## src/rtl/hw_int_ctrl.sv

```systemverilog
// Memory-mapped interrupt controller: synchronizes six device lines, latches them
// as level/edge requests, masks them and nests in-service sources by fixed priority.
module hw_int_ctrl #(
  parameter int unsigned NSRC = 6
) (
  input  logic            clk,
  input  logic            reset,
  input  logic [NSRC-1:0] dev_irq,
  input  logic            sel,
  input  logic [1:0]      addr,
  input  logic            we,
  input  logic            re,
  input  logic [31:0]     wdata,
  output logic [31:0]     rdata,
  output logic [NSRC-1:0] HWInt
);

  typedef enum logic [1:0] {
    REG_ENABLE  = 2'd0,
    REG_PENDING = 2'd1,
    REG_MODE    = 2'd2,
    REG_CLAIM   = 2'd3
  } reg_e;

  logic [NSRC-1:0] s1_q, s2_q, s3_q;
  logic [NSRC-1:0] enable_q, enable_d;
  logic [NSRC-1:0] mode_q, mode_d;
  logic [NSRC-1:0] pending_q, pending_d;
  logic [NSRC-1:0] in_service_q, in_service_d;
  logic [NSRC-1:0] hwint_q;

  logic [NSRC-1:0] eligible;
  logic [2:0]      cur_idx;
  logic [2:0]      elig_idx;
  logic            any_elig;
  logic            cur_found;
  logic            wr_hit, rd_hit;
  logic            do_claim, do_complete, do_w1c;
  logic [31:0]     claim_data;

  always_comb begin
    cur_idx   = 3'd6;
    cur_found = 1'b0;
    for (int unsigned i = 0; i < NSRC; i++) begin
      if (!cur_found && in_service_q[i]) begin
        cur_idx   = 3'(i);
        cur_found = 1'b1;
      end
    end

    eligible = '0;
    for (int unsigned i = 0; i < NSRC; i++) begin
      eligible[i] = pending_q[i] & enable_q[i] & (i < 32'(cur_idx));
    end

    elig_idx = '0;
    any_elig = 1'b0;
    for (int unsigned i = 0; i < NSRC; i++) begin
      if (!any_elig && eligible[i]) begin
        elig_idx = 3'(i);
        any_elig = 1'b1;
      end
    end

    claim_data = any_elig ? {1'b1, 28'b0, elig_idx} : '0;
  end

  always_comb begin
    rdata = '0;
    case (addr)
      REG_ENABLE:  rdata[NSRC-1:0] = enable_q;
      REG_PENDING: rdata[NSRC-1:0] = pending_q;
      REG_MODE:    rdata[NSRC-1:0] = mode_q;
      REG_CLAIM:   rdata           = claim_data;
      default:     rdata           = '0;
    endcase
  end

  // A write in the same cycle as a read suppresses the read's claim side effect.
  always_comb begin
    wr_hit      = sel & we;
    rd_hit      = sel & re & ~we;
    do_claim    = rd_hit & (addr == REG_CLAIM) & any_elig;
    do_complete = wr_hit & (addr == REG_CLAIM);
    do_w1c      = wr_hit & (addr == REG_PENDING);

    enable_d = enable_q;
    mode_d   = mode_q;
    if (wr_hit && addr == REG_ENABLE) enable_d = wdata[NSRC-1:0];
    if (wr_hit && addr == REG_MODE)   mode_d   = wdata[NSRC-1:0];

    in_service_d = in_service_q;
    pending_d    = pending_q;
    for (int unsigned i = 0; i < NSRC; i++) begin
      if (do_claim && elig_idx == 3'(i))
        in_service_d[i] = 1'b1;
      if (do_complete && wdata[2:0] == 3'(i))
        in_service_d[i] = 1'b0;

      // Edge mode: a new edge on the same cycle as a clear keeps the bit set.
      if (mode_q[i]) begin
        pending_d[i] = (s2_q[i] & ~s3_q[i]) |
                       (pending_q[i] & ~((do_w1c & wdata[i]) |
                                         (do_claim && elig_idx == 3'(i))));
      end else begin
        pending_d[i] = s2_q[i];
      end
    end
  end

  always_ff @(posedge clk or negedge reset) begin
    if (!reset) begin
      s1_q         <= '0;
      s2_q         <= '0;
      s3_q         <= '0;
      enable_q     <= '0;
      mode_q       <= '0;
      pending_q    <= '0;
      in_service_q <= '0;
      hwint_q      <= '0;
    end else begin
      s1_q         <= dev_irq;
      s2_q         <= s1_q;
      s3_q         <= s2_q;
      enable_q     <= enable_d;
      mode_q       <= mode_d;
      pending_q    <= pending_d;
      in_service_q <= in_service_d;
      hwint_q      <= eligible;
    end
  end

  assign HWInt = hwint_q;

endmodule

```

## config.mk

```make
export PLATFORM = sky130hd
export DESIGN_NAME = hw_int_ctrl
export DESIGN_NICKNAME = d
export VERILOG_FILES = /design/src/rtl/hw_int_ctrl.sv
export SDC_FILE = /design/constraint.sdc
export NUM_CORES = 1
export LEC_CHECK = 0
export CORE_MARGIN = 8
export CORE_UTILIZATION = 40
export CTS_BUF_LIST = sky130_fd_sc_hd__clkbuf_8 sky130_fd_sc_hd__clkbuf_16
export DETAILED_ROUTE_END_ITERATION = 7
export PLACE_DENSITY = 0.77
export SLEW_MARGIN = 20
export SYNTH_ARGS = -nofsm -noshare
export SYNTH_HDL_FRONTEND = slang
export SYNTH_SLANG_ARGS = --single-unit
export TNS_END_PERCENT = 10
```

## constraint.sdc

```tcl
create_clock -name clk -period 2 [get_ports clk]
set_input_delay 0.6 -clock clk [delete_from_list [all_inputs] [get_ports clk]]
set_output_delay 0.6 -clock clk [all_outputs]
set_load 0.02 [all_outputs]
```

==> reports/metrics.yaml <==
outcome: "finished, violations left"
violations: "setup timing"
min_cycle_time_layout_ns: 2.62
cp-end-kind: "output port"
worst_setup_hold_path_clk_slew_ns: 0.08
power.density_cell_area_nw_per_um2: 793
netlist_top_cells_area: "dfrtp_1, buf_4, mux2_2"
maxClockFrequency_mhz: 382
routed_wirelength_um: 5570
timing.critical_path.depth: 5
die_height_um: 90.1
vias_per_cell: 4.75
port-buffer-count: 31
regToRegStartpoint: "in_service_q[0]"
post_route_cell_area_sq_um: 3110
worst_clock_skew_ns: 0.00629
cpLargestDelayFamily: "simple AND/OR/NAND/NOR gates"
gpl.final_weighted_congestion: 0.872
cap_viol_max_count: 0
clk-insertion-delay-late_ns: 0.30
report.final.hold_viol_count: 0
num_io_pins: 83
clkSinkCount: 48
post-route-worst-setup-slack_ns: -0.619
number_of_warning_messages_in_the_yosys_log: 0
drt-wirelength-per-cell_um: 15.4
number_of_enable_flip_flop_cells_after_synthesis: 0
slowest_stage: "or4_4"
min_path_type: "input pin to async pin"
drt.antenna.violating_nets: 0
crit_chain: "or4_4 > a211oi_4 > nand4_1 > a31oi_4 > buf_6"
synth_largest_type_area_fraction_pct: 54.7
cts-buffers-inserted: 5
grt_start_max_net_pins: 31
firstDrtPassIters: 4
gr-total-overflow: 0
vias: 1725
switching_share_pct: 29.7
fp-row-count: 27
synth.cell_area_sq_um: 2190
setup-violations-final: 7
synth.ff_latch_count: 48
static-leakage-power_uw: 0.00146
count_of_cell_types_in_the_netlist: 43
critPathBufInv: 1
cts_htree_levels: 2
dp_hpwl_um: 4320
criticalPathCategory: "register to output port"
cp.required_ns: 1.40
finalHoldWorstSlack_ns: 0.241
post_synth_inst_count: 195
drc: 0
r2r_slack_ns: 0.09
power.share.combinational_pct: 29.6
antenna_found_initial: 0
internal_power_uw: 1730
postSynth.topFlopCell: "dfrtp_1"
finish.net_count: 335
diodes: 0
core_area_sq_um: 5410
drt-initial-drc-count: 81
seq_power_share_pct: 46.8
area_growth_syn_to_layout_pct: 41.6
report.power.total_uw: 2470
finished_core_util_pct: 57.5
vdd_drop_max_uv: 331
worst_setup_path_start_kind: "register"
finalNonFillerCells: 363
grt_pass1_vias: 1874
cts_tree: "yes"
track_usage_pct: 14.2
finalCritPeriodShare_pct: 131
drive_above_1_share_pct: 35.7
postPlaceCellArea_sq_um: 2970
power_switching_uw: 733
cts_buffer_depth: 2
grt_first_pass_wirelength_um: 9240
netlist.top_cell.by_area: "dfrtp_1"
timing.critical_path.fanout_max: 3
r2r.worst_path.cells: 7
asyncSetResetFlopFracSynth_pct: 100
dp_cells: 353
dieArea_sq_um: 8110
clock_tree.root_cell: "clkbuf_8"
slew_violations: 0
p_clk_share_pct: 23.6
rsz_0062_raised_after_global_routing: "yes"
cts-hold-fix-buffers: 0
die_x_um: 90.1
synth-seq-area-share_pct: 54.7
post_synthesis_area_per_instance_sq_um: 11.3
reg2reg_to: "in_service_q[4]"
data_arrival_time_of_the_worst_path_ns: 2.02
start_util_pct: 40.6
worst_path_largest_cell_delay_ns: 0.59
[cell usage after synthesis (2+ instances only)]
library cell	n
a2bb2oi_1	2
inv_1	8
and3_1	2
buf_4	25
o21ai_0	8
a22o_1	3
nand3b_1	2
nor4_1	2
dfrtp_1	48
nor2b_1	2
o32a_2	2
mux2i_1	3
a31oi_1	4
nand3_1	7
nor3_1	5
a211oi_1	2
nand2_1	27
mux2_2	10
buf_2	2
a21oi_1	6
nand4_1	3
[repair_timing]
item / in CTS / in global routing
cloned: 0 / 0
resized for setup: 37 / 4
endpoints found under the setup margin: 19 / 8
buffers inserted: 2 / 0
pin swaps: 4 / 6
[logic make-up after synthesis]
logic type	Yosys count	share of synthesized area, %
and+or+nand+nor	63	16.7
DFF	48	54.7
buffers and inverters	36	10.5
other	1	0.171
AOI/OAI and AO/OA	33	10.3
muxes	14	7.53
[layout by cell type, fill, tap and decap left out, drive strengths merged, types with 2 or more instances in the layout]
master,n
nand4,3
clkbuf,6
dfrtp,48
a2bb2oi,2
and3,2
nor4,2
a22o,3
a21oi,6
clkdlybuf4s15,2
dlygate4sd2,2
mux2i,3
o21ai,8
a31oi,4
nor2,2
nor2b,2
a211oi,2
buf,66
nor3,7
clkdlybuf4s50,21
mux2,10
conb,25
nand2,27
o32a,2
nand3b,2
nand3,7
inv,10
and2,2
[power groups by stage]
| stage | registers [uW] | logic (uW) | clock network (uW) |
|---|---|---|---|
| CTS | 1150 | 723 | 598 |
| global route | 1170 | 787 | 644 |
| detailed placement | 1170 | 707 | 0 |
| finish | 1150 | 729 | 582 |
| global placement | 1170 | 687 | 0 |
| floorplan | 1170 | 358 | 0 |
[final cells by class]
type,instances,area [sq um]
Fill cell,474,2300
Sequential cell,48,1200
Multi-Input combinational cell,135,920
Timing Repair Buffer,92,777
Tap cell,72,90.1
Clock buffer,6,82.6
Inverter,8,30.0
Clock inverter,2,7.51
[flip-flops by register name, indices dropped and copies added, names as in the netlist]
name	cells
pending_q	6
s1_q	6
enable_q	6
mode_q	6
s3_q	6
in_service_q	6
s2_q	6
HWInt	6
[stage by stage]
| step | setup TNS, ns | setup WS (ns) |
|---|---|---|
| after global placement | -12.84 | -0.980 |
| after floorplan | -0.508 | -0.211 |
| after detailed placement | -13.67 | -1.03 |
| after CTS | -3.44 | -0.652 |
| final | -3.41 | -0.619 |
| after global routing | -3.87 | -0.702 |
[layer usage]
| layer | vias up | GRT usage [%] | wire, um |
|---|---|---|---|
| met5 | - | 0 | 0 |
| met1 | 832 | 16.0 | 2300 |
| met2 | 53 | 24.4 | 2850 |
| met3 | 11 | 4.57 | 308 |
| li1 | 829 | - | - |
| met4 | 0 | 5.27 | 107 |
[worst max-delay path by stage]
stage / startpoint / to / slack [ns]
global route: in_service_q[2] / rdata[2] / -0.70
CTS: in_service_q[3] / rdata[2] / -0.65
finish: in_service_q[2] / rdata[2] / -0.62
detailed placement: addr[0] / rdata[0] / -1.03
global placement: addr[0] / rdata[0] / -0.98
floorplan: in_service_q[0] / rdata[0] / -0.21
(Power assumes the default switching activity.)
